===== config.mk =====
export PLATFORM = sky130hd
export DESIGN_NAME = round_key_reader
export DESIGN_NICKNAME = d
export VERILOG_FILES = /design/src/rtl/round_key_reader_pkg.sv /design/src/rtl/round_key_prefetch_buf.sv /design/src/rtl/round_key_reader.sv
export SDC_FILE = /design/constraint.sdc
export NUM_CORES = 1
export LEC_CHECK = 0
export BUFFER_PORTS_ARGS = -buffer_cell sky130_fd_sc_hd__buf_2
export CAP_MARGIN = 30
export CORE_AREA = 2 2 162 164
export DETAILED_ROUTE_END_ITERATION = 16
export DIE_AREA = 0 0 164 166
export PLACE_DENSITY = 0.54
export SLEW_MARGIN = 20
export SYNTH_ARGS = -nofsm -noshare
export SYNTH_HDL_FRONTEND = slang
export SYNTH_SLANG_ARGS = --single-unit
export TNS_END_PERCENT = 5

===== constraint.sdc =====
create_clock -name iClk -period 2.4 [get_ports iClk]
set_clock_uncertainty 0.2 [all_clocks]
set_input_delay 0.48 -clock iClk [delete_from_list [all_inputs] [get_ports iClk]]
set_output_delay 0.48 -clock iClk [all_outputs]
set_load 0.02 [all_outputs]

===== src/rtl/round_key_reader_pkg.sv =====
// Shared types and constants for the round-key reader: FSM encoding, key/word/address
// widths and the AES round counts per key size.
package round_key_reader_pkg;

  localparam int KEY_W          = 128;
  localparam int WORD_W         = 32;
  localparam int ADDR_W         = 4;
  localparam int AES_ROUNDS_128 = 10;
  localparam int AES_ROUNDS_192 = 12;
  localparam int AES_ROUNDS_256 = 14;

  typedef logic [KEY_W-1:0]  keyT;
  typedef logic [WORD_W-1:0] wordT;
  typedef logic [ADDR_W-1:0] addrT;

  typedef enum logic [2:0] {
    ST_IDLE  = 3'd0,
    ST_ISSUE = 3'd1,
    ST_WAIT  = 3'd2,
    ST_HOLD  = 3'd3,
    ST_DONE  = 3'd4
  } stateT;

  // A buffered key remembers which round it belongs to.
  typedef struct packed {
    addrT round;
    keyT  data;
  } keyEntryT;

  // Bank 1 lands in the most significant word.
  function automatic keyT packKey(input wordT w1, input wordT w2, input wordT w3, input wordT w4);
    return {w1, w2, w3, w4};
  endfunction

endpackage


===== src/rtl/round_key_prefetch_buf.sv =====
// Two-entry valid/ready buffer that holds prefetched round keys ahead of the consumer.
module round_key_prefetch_buf #(
  parameter int WIDTH = 132
) (
  input  logic             iClk,
  input  logic             iRst_n,
  input  logic             iPush,
  input  logic [WIDTH-1:0] iData,
  output logic             oValid,
  input  logic             iReady,
  output logic [WIDTH-1:0] oData,
  output logic             oFull
);

  localparam int DEPTH = 2;

  logic [WIDTH-1:0] memReg [DEPTH];
  logic             wrPtrReg;
  logic             rdPtrReg;
  logic [1:0]       countReg;
  logic             push;
  logic             pop;

  assign oValid = (countReg != 2'd0);
  assign oFull  = (countReg == 2'(DEPTH));
  assign oData  = memReg[rdPtrReg];
  assign pop    = oValid & iReady;
  // A write into a full buffer is only safe when the head leaves on the same edge.
  assign push   = iPush & (~oFull | pop);

  generate
    for (genvar gi = 0; gi < DEPTH; gi++) begin : gEntry
      always_ff @(posedge iClk or negedge iRst_n) begin
        if (!iRst_n) begin
          memReg[gi] <= '0;
        end else if (push && (wrPtrReg == 1'(gi))) begin
          memReg[gi] <= iData;
        end
      end
    end
  endgenerate

  always_ff @(posedge iClk or negedge iRst_n) begin
    if (!iRst_n) begin
      wrPtrReg <= 1'b0;
      rdPtrReg <= 1'b0;
      countReg <= 2'd0;
    end else begin
      wrPtrReg <= wrPtrReg ^ push;
      rdPtrReg <= rdPtrReg ^ pop;
      countReg <= countReg + 2'(push) - 2'(pop);
    end
  end

endmodule


===== src/rtl/round_key_reader.sv =====
// Reads round keys 0..iRound from the Ke or Kd bank RAMs and presents them over valid/ready.
// Optional read-ahead through a 2-entry buffer when ROUND_KEY_READER_PREFETCH_EN is defined.
module round_key_reader
  import round_key_reader_pkg::*;
#(
  parameter int RAM_LATENCY = 1,
  parameter int MAX_ROUND   = 14
) (
  input  logic              iClk,
  input  logic              iRst_n,
  input  logic              iStart,
  input  logic              iDecrypt,
  input  logic [ADDR_W-1:0] iRound,
  input  logic              iKeys_valid,
  output logic [ADDR_W-1:0] oRAM_Ke_addr,
  output logic              oRAM_Ke_rd,
  input  logic [WORD_W-1:0] iRAM_Ke_data_1,
  input  logic [WORD_W-1:0] iRAM_Ke_data_2,
  input  logic [WORD_W-1:0] iRAM_Ke_data_3,
  input  logic [WORD_W-1:0] iRAM_Ke_data_4,
  output logic [ADDR_W-1:0] oRAM_Kd_addr,
  output logic              oRAM_Kd_rd,
  input  logic [WORD_W-1:0] iRAM_Kd_data_1,
  input  logic [WORD_W-1:0] iRAM_Kd_data_2,
  input  logic [WORD_W-1:0] iRAM_Kd_data_3,
  input  logic [WORD_W-1:0] iRAM_Kd_data_4,
  output logic              oKey_valid,
  input  logic              iKey_ready,
  output logic [KEY_W-1:0]  oKey_data,
  output logic [ADDR_W-1:0] oKey_round,
  output logic              oBusy,
  output logic              oDone,
  output logic              oErr
);

  localparam addrT MAX_ROUND_A = addrT'(MAX_ROUND);

  stateT state;
  addrT  roundReg;
  addrT  addrReg;
  logic  decryptReg;
  logic  rdReg;
  logic  busyReg;
  logic  doneReg;
  logic  errReg;
  keyT   keKey;
  keyT   kdKey;
  keyT   ramKey;
  logic  startReq;
  logic  roundOk;

  assign keKey    = packKey(iRAM_Ke_data_1, iRAM_Ke_data_2, iRAM_Ke_data_3, iRAM_Ke_data_4);
  assign kdKey    = packKey(iRAM_Kd_data_1, iRAM_Kd_data_2, iRAM_Kd_data_3, iRAM_Kd_data_4);
  assign ramKey   = decryptReg ? kdKey : keKey;
  assign startReq = iStart & iKeys_valid;
  assign roundOk  = (iRound <= MAX_ROUND_A);

  // Only the selected RAM ever sees a strobe or a non-zero address.
  assign oRAM_Ke_rd   = rdReg & ~decryptReg;
  assign oRAM_Kd_rd   = rdReg & decryptReg;
  assign oRAM_Ke_addr = (busyReg & ~decryptReg) ? addrReg : '0;
  assign oRAM_Kd_addr = (busyReg & decryptReg) ? addrReg : '0;
  assign oBusy        = busyReg;
  assign oDone        = doneReg;
  assign oErr         = errReg;

`ifdef ROUND_KEY_READER_PREFETCH_EN

  localparam logic [1:0] BUF_DEPTH = 2'd2;

  logic [RAM_LATENCY-1:0] pipeReg;
  addrT                   issueAddrReg;
  addrT                   pushRoundReg;
  logic [1:0]             creditReg;
  logic                   bufValid;
  logic                   bufFull;
  logic                   push;
  logic                   pop;
  logic                   startIssue;
  logic                   canIssue;
  logic                   issueNow;
  keyEntryT               pushEntry;
  keyEntryT               bufOut;

  assign push             = pipeReg[RAM_LATENCY-1];
  assign pop              = bufValid & iKey_ready;
  assign pushEntry.round  = pushRoundReg;
  assign pushEntry.data   = ramKey;
  assign startIssue       = (state == ST_IDLE) & startReq & roundOk;
  // A credit covers a key from its read strobe until the consumer takes it.
  assign canIssue         = (state == ST_ISSUE) && ((creditReg < BUF_DEPTH) || pop) && (~bufFull || pop);
  assign issueNow         = startIssue | canIssue;

  round_key_prefetch_buf #(
    .WIDTH($bits(keyEntryT))
  ) uPrefetchBuf (
    .iClk   (iClk),
    .iRst_n (iRst_n),
    .iPush  (push),
    .iData  (pushEntry),
    .oValid (bufValid),
    .iReady (iKey_ready),
    .oData  (bufOut),
    .oFull  (bufFull)
  );

  assign oKey_valid = bufValid;
  assign oKey_data  = bufOut.data;
  assign oKey_round = bufOut.round;

  always_ff @(posedge iClk or negedge iRst_n) begin
    if (!iRst_n) begin
      state        <= ST_IDLE;
      roundReg     <= '0;
      addrReg      <= '0;
      decryptReg   <= 1'b0;
      rdReg        <= 1'b0;
      busyReg      <= 1'b0;
      doneReg      <= 1'b0;
      errReg       <= 1'b0;
      pipeReg      <= '0;
      issueAddrReg <= '0;
      pushRoundReg <= '0;
      creditReg    <= 2'd0;
    end else begin
      rdReg     <= 1'b0;
      doneReg   <= 1'b0;
      errReg    <= 1'b0;
      pipeReg   <= (pipeReg << 1) | RAM_LATENCY'(rdReg);
      creditReg <= creditReg + 2'(issueNow) - 2'(pop);
      if (push) begin
        pushRoundReg <= pushRoundReg + addrT'(1);
      end
      unique case (state)
        ST_IDLE: begin
          if (startReq && roundOk) begin
            roundReg     <= iRound;
            decryptReg   <= iDecrypt;
            addrReg      <= '0;
            rdReg        <= 1'b1;
            issueAddrReg <= addrT'(1);
            pushRoundReg <= '0;
            busyReg      <= 1'b1;
            state        <= (iRound == '0) ? ST_WAIT : ST_ISSUE;
          end else if (startReq) begin
            errReg <= 1'b1;
          end
        end
        ST_ISSUE: begin
          if (canIssue) begin
            addrReg      <= issueAddrReg;
            rdReg        <= 1'b1;
            issueAddrReg <= issueAddrReg + addrT'(1);
            if (issueAddrReg == roundReg) begin
              state <= ST_WAIT;
            end
          end
        end
        ST_WAIT: begin
          // All reads are out; finish once the last round leaves the buffer.
          if (pop && (bufOut.round == roundReg)) begin
            doneReg <= 1'b1;
            state   <= ST_DONE;
          end
        end
        ST_DONE: begin
          busyReg <= 1'b0;
          state   <= ST_IDLE;
        end
        default: state <= ST_IDLE;
      endcase
    end
  end

`else

  localparam logic [1:0] LAT_LAST = 2'(RAM_LATENCY - 1);

  logic [1:0] waitCntReg;
  keyT        keyDataReg;
  addrT       keyRoundReg;
  logic       keyValidReg;

  assign oKey_valid = keyValidReg;
  assign oKey_data  = keyDataReg;
  assign oKey_round = keyRoundReg;

  always_ff @(posedge iClk or negedge iRst_n) begin
    if (!iRst_n) begin
      state       <= ST_IDLE;
      roundReg    <= '0;
      addrReg     <= '0;
      decryptReg  <= 1'b0;
      rdReg       <= 1'b0;
      busyReg     <= 1'b0;
      doneReg     <= 1'b0;
      errReg      <= 1'b0;
      waitCntReg  <= 2'd0;
      keyDataReg  <= '0;
      keyRoundReg <= '0;
      keyValidReg <= 1'b0;
    end else begin
      rdReg   <= 1'b0;
      doneReg <= 1'b0;
      errReg  <= 1'b0;
      unique case (state)
        ST_IDLE: begin
          if (startReq && roundOk) begin
            roundReg   <= iRound;
            decryptReg <= iDecrypt;
            addrReg    <= '0;
            rdReg      <= 1'b1;
            busyReg    <= 1'b1;
            state      <= ST_ISSUE;
          end else if (startReq) begin
            errReg <= 1'b1;
          end
        end
        ST_ISSUE: begin
          waitCntReg <= 2'd0;
          state      <= ST_WAIT;
        end
        ST_WAIT: begin
          if (waitCntReg == LAT_LAST) begin
            keyDataReg  <= ramKey;
            keyRoundReg <= addrReg;
            keyValidReg <= 1'b1;
            state       <= ST_HOLD;
          end else begin
            waitCntReg <= waitCntReg + 2'd1;
          end
        end
        ST_HOLD: begin
          if (iKey_ready) begin
            keyValidReg <= 1'b0;
            if (addrReg == roundReg) begin
              doneReg <= 1'b1;
              state   <= ST_DONE;
            end else begin
              addrReg <= addrReg + addrT'(1);
              rdReg   <= 1'b1;
              state   <= ST_ISSUE;
            end
          end
        end
        ST_DONE: begin
          busyReg <= 1'b0;
          state   <= ST_IDLE;
        end
        default: state <= ST_IDLE;
      endcase
    end
  end

`endif

endmodule


After elaboration in Yosys (flattened, before gate mapping)
Cells that the tools add are included.
{"block": "op_classes", "n_addsub": 2, "order_cmp": 1, "eq_ne": 10, "mux": 29, "bitwise_logic": 6, "n_reduce_logical": 14}
{"operator": "$mux W128", "count": 1}
{"operator": "$mux W4", "count": 5}
{"operator": "$mux W1", "count": 12}
{"operator": "$mux W3", "count": 4}
{"operator": "$pmux W3 S4", "count": 1}
{"operator": "$ne A2 B2 Y1 const B", "count": 5}
{"operator": "$pmux W4 S2", "count": 1}
{"operator": "$reduce_and A2 Y1", "count": 4}
{"operator": "$reduce_bool A2 Y1", "count": 4}
{"operator": "$eq A3 B2 Y1 const B", "count": 2}
{"operator": "$pmux W1 S2", "count": 3}
{"operator": "$reduce_and A3 Y1", "count": 2}
{"operator": "$and A1 B1 Y1", "count": 5}
{"operator": "$add A4 B1 Y4 const B", "count": 1}
{"operator": "$eq A4 B4 Y1", "count": 1}
{"operator": "$le A4 B4 Y1 const B", "count": 1}
{"operator": "$pmux W2 S2", "count": 1}
{"operator": "$reduce_and A4 Y1", "count": 1}
{"operator": "$eq A3 B1 Y1 const B", "count": 1}
{"operator": "$eq A3 B3 Y1 const B", "count": 1}
{"operator": "$logic_not A3 Y1", "count": 1}
{"operator": "$add A2 B1 Y2 const B", "count": 1}
{"operator": "$logic_not A2 Y1", "count": 1}
{"operator": "$mux W2", "count": 1}
{"operator": "other kinds (2)", "count": 2}
{"block": "word_totals", "reg_bits": 151, "output_inout_bits": 146, "wordCells": 74}

Logic depth before layout (Yosys ltp)
{"block": "logic_depth", "word_depth": 4, "mapped_depth": 8, "mapped_depth_nobuf": 6}

Least setup slack after synthesis
No wires, ideal clock.
{"block": "synth_path", "kind": "flip-flop to flip-flop", "from": "reg waitCntReg[0]", "to": "reg keyRoundReg[2], in the netlist oKey_round[2]", "t_arrival_ns": 1.490, "required_time_ns": 2.075, "slack_ns": 0.585, "path_stages_with_launch": 7, "path_buffers": 1, "synth_period_minus_slack_ns": 1.815, "cell_sequence": "dfrtp_1 > inv_1 > ha_1 > inv_1 > nor3_4 > buf_2 > mux2_2"}
{"block": "synth_between", "elab_chain_len": 2}
{"item": "start, declared", "line": "round_key_reader.sv:179", "text": "logic [1:0] waitCntReg;"}
{"item": "start signal, assigned", "line": "round_key_reader.sv:230", "text": "waitCntReg <= waitCntReg + 2'd1;"}
{"item": "$logic_not A2 Y1", "line": "round_key_reader.sv:224", "text": "if (waitCntReg == LAT_LAST) begin"}
{"item": "$reduce_and A2 Y1 (no source line)"}
{"item": "end signal, assigned", "line": "round_key_reader.sv:226", "text": "keyRoundReg <= addrReg;"}
{"item": "end, declared", "line": "round_key_reader.sv:181", "text": "addrT keyRoundReg;"}
Every way passes these cells.
A chain may end at the register's enable or synchronous reset.

Final worst setup path
{"block": "layout_path", "from": "reg decryptReg", "to": "out oRAM_Ke_addr[0]"}
{"block": "layout_between", "elab_chain_len": 3}
{"item": "start, declared", "line": "round_key_reader.sv:41", "text": "logic decryptReg;"}
{"item": "start signal, assigned", "line": "round_key_reader.sv:210", "text": "decryptReg <= iDecrypt;"}
{"item": "$not A1 Y1", "line": "round_key_reader.sv:61", "text": "assign oRAM_Ke_addr = (busyReg & ~decryptReg) ? addrReg : '0;"}
{"item": "$and A1 B1 Y1", "line": "round_key_reader.sv:61"}
{"item": "$mux W4", "line": "round_key_reader.sv:61"}
{"item": "end, declared", "line": "round_key_reader.sv:15", "text": "output logic [ADDR_W-1:0] oRAM_Ke_addr,"}
Every way passes these cells.

==> impl_metrics.env <==
export IMPL_drc=0
export IMPL_internal_power_w=0.00809
export IMPL_crit_required_ns=1.72
export IMPL_vias=6193
export IMPL_yosys_area_top_type_share=0.542
export IMPL_peakVddDrop_mv=0.772
export IMPL_n_fill_cell=2570
export IMPL_wl_mm=20.4
export IMPL_finalSetupTns_ns=0
export IMPL_reg2regPathDepth=8
export IMPL_cts_tree="yes"
export IMPL_syn_area_um2=6970
export IMPL_antenna_found_initial=4
export IMPL_yosys_top_cells_area="dfrtp_1, mux2i_1, a21oi_1, nor2_1, buf_2"
export IMPL_avgSynthCellArea_um2=10.6
export IMPL_cap_violations=0
export IMPL_clock_latency_ns=0.42
export IMPL_timing_rr_end="oKey_data[54]"
export IMPL_initial_core_util=0.272
export IMPL_ant_nets=0
export IMPL_max_slew_margin=0.690
export IMPL_synth_edf_count=0
export IMPL_fin_util=0.392
export IMPL_min_period_over_period=0.935
export IMPL_clkPwrFrac=0.186
export IMPL_path_max_fanout=10
export IMPL_layout_drive_gt1_share=0.443
export IMPL_cts_max_path_buffers=2
export IMPL_synth_distinct_cells=33
export IMPL_cp_data_arrival_time_ns=1.56
export IMPL_synth_top_family_by_area="multiplexers"
export IMPL_worst_setup_path_start_kind="flop"
export IMPL_die_area_um2=27200
export IMPL_finalHoldWorstSlack_ns=0.0996
export IMPL_postSynthCellCount=657
export IMPL_combPwrFrac=0.502
export IMPL_pre_cts_slack_ns=0.362
export IMPL_setup_viol=0
export IMPL_syn_nets=925
export IMPL_hold_start="iDecrypt"
export IMPL_hold_path_class="primary input to flop"
export IMPL_cp_end_kind="output pin"
export IMPL_p_per_area_nw_per_um2=1440
export IMPL_rsz0062_at_grt="no"
export IMPL_clk_pin_slew_ns=0.07
export IMPL_worst_slack_ns=0.157
export IMPL_grt_overflow_total=0
export IMPL_ys_ff_latch=151
export IMPL_worstMarginPinSlew_ns=0.465
export IMPL_synth_simple_area_share=0.101
export IMPL_status="finished, final reports clean"
export IMPL_grt_pass1_wl_mm=31.5
export IMPL_place_congestion=0.749
export IMPL_seq_power_share=0.312
export IMPL_min_to="decryptReg"
export IMPL_sw_frac_of_total=0.439
export IMPL_async_flop_share=1.00
export IMPL_synth_xor_area_frac=0.00502
export IMPL_syn2layout_area_growth_pct=43.9
export IMPL_cts_root_buf="clkbuf_16"
export IMPL_slew_viol_final=0
export IMPL_grt_max_degree=68
export IMPL_synth_compound_area_share=0.105
export IMPL_multiInputGateArea_um2=2920
export IMPL_place_area_um2=9440
export IMPL_die_w_um=164
export IMPL_seq_area_um2=3780
export IMPL_cts_sinks=151
export IMPL_core_rowCount=59
export IMPL_rrSetupSlack_ns=0.34
export IMPL_ys_warn_count=0
export IMPL_synth_area_leader_cell="dfrtp_1"
export IMPL_reg2reg_from="waitCntReg[0]"
export IMPL_die_h_um=166
export IMPL_ys_seq_area_frac=0.542
export IMPL_wl_per_cell_um=14.5
export IMPL_cts_setup_buffers=0
export IMPL_yosys_most_used_dff="dfrtp_1"
export IMPL_p_leak_nw=4.93
export IMPL_drt_pass1_iter_count=5
export IMPL_synth_mux_area_frac=0.204
export IMPL_p_switching_w=0.00633
export IMPL_fin_area_um2=10000
export IMPL_synthAdderAreaFrac=0.00359
export IMPL_critPathKind="flop to output pin"
export IMPL_portBuffers=411
export IMPL_coreArea_um2=25600
export IMPL_grt_pass1_vias=6041
export IMPL_hold_depth=2
export IMPL_hold_viol_final=0
export IMPL_first_iter_violations=262
export IMPL_htreeDepth=4
export IMPL_period_minus_slack_ns=2.24
export IMPL_numCtsBuffers=17
export IMPL_nNetsFinal=1327
export IMPL_via_per_inst=4.40
export IMPL_dpl_hpwl_mm=15.8
export IMPL_pin_count=412
export IMPL_timing_fmax_ghz=0.446
export IMPL_track_usage=0.149
-- flip-flops by register name, indices dropped and copies added, names as in the netlist --
signal and count:
oKey_data 128, addrReg 4, oKey_round 4, roundReg 4, state 3, waitCntReg 2, decryptReg 1, oBusy 1
oDone 1, oErr 1, oKey_valid 1, rdReg 1
-- layer usage --
layer	GRT usage	routed length, um	up-vias
met2	0.257	10200	230
met1	0.180	8440	2852
met4	0.0362	259	4
li1	-	-	3089
met5	0	27	-
met3	0.0445	1480	18
-- power groups by stage --
stage | clock network (W) | registers, W | logic [W]
5_1_grt | 0.00288 | 0.00468 | 0.00799
3_3_place_gp | 0 | 0.00452 | 0.00724
3_5_place_dp | 0 | 0.00453 | 0.00737
2_1_floorplan | 0 | 0.00579 | 0.00370
6_report | 0.00269 | 0.00449 | 0.00724
4_1_cts | 0.00277 | 0.00451 | 0.00736
-- cells in the mapped netlist (all sizes together), types with 3 or more instances --
master and number:
nand2 6, inv 5, a21oi 129, and2 5, nor2 132, xnor2 4
mux2 10, nand2b 3, mux2i 131, dfrtp 151, and3 5, clkbuf 5
nor3 4, o21ai 4, buf 43
-- per-stage QoR --
stage,instances,total power [W]
floorplan,657,0.00948
global placement,1374,0.0118
detailed placement,1374,0.0119
CTS,1407,0.0146
global route,1408,0.0156
finish,1409,0.0144
-- area by class of cell --
class,instances,area share
sequential,151,0.377
multi-input combinational,453,0.291
timing repair buffer,431,0.229
clock buffer,19,0.0451
tap,335,0.0418
clock inverter,13,0.0132
inverter,5,0.00187
antenna,2,0.000499
-- critical path: stages (launching register included) --
cell and delay [ns]:
dfrtp_4 0.54, nor2b_1 0.26, and2_1 0.17, buf_2 0.17
-- cells in the final DEF (no fill, tap or decap), types with 2 or more instances in the layout --
cell type and instances:
buf_2 410, dfrtp_1 150, nor2_1 132, mux2i_1 131, a21oi_1 129, clkbuf_16 17, buf_4 12, mux2_2 9
buf_12 7, nand2_1 6, inv_1 5, and3_1 5, and2_1 5, inv_6 5, xnor2_1 4, o21ai_0 4
nor3_1 3, nand2b_1 3, clkinvlp_4 3, diode_2 2, nor2b_1 2, nand4_1 2, nand4b_1 2, a22oi_1 2
a21o_1 2, ha_1 2, clkbuf_8 2, inv_8 2
-- worst max path at each step --
stage / start / endpoint / slack (ns) / cells after the start
after CTS: decryptReg / oRAM_Ke_addr[3] / 0.11 / 3
after detailed placement: waitCntReg[0] / oKey_data[88] / 0.36 / 8
after floorplan: waitCntReg[0] / oKey_round[2] / 0.59 / 6
after global routing: decryptReg / oRAM_Ke_addr[1] / 0.06 / 3
after global placement: waitCntReg[0] / oKey_data[58] / 0.43 / 8
final: decryptReg / oRAM_Ke_addr[0] / 0.16 / 3
-- cell families (layout without fill, tap and decap cells) --
| logic type | after synthesis | after routing |
|---|---|---|
| and+or+nand+nor | 165 | 165 |
| adders and majority gates | 2 | 2 |
| other | 0 | 2 |
| xor gates and xnor gates | 4 | 4 |
| buffers and inverters | 53 | 468 |
| DFF | 151 | 151 |
| muxes | 141 | 141 |
| AOI/OAI and AO/OA | 141 | 141 |
-- what timing repair did --
action	CTS	global route
resized for setup	0	0
hold buffers	1	0
endpoints found under the hold margin	36	0
(Power assumes the default switching activity.)
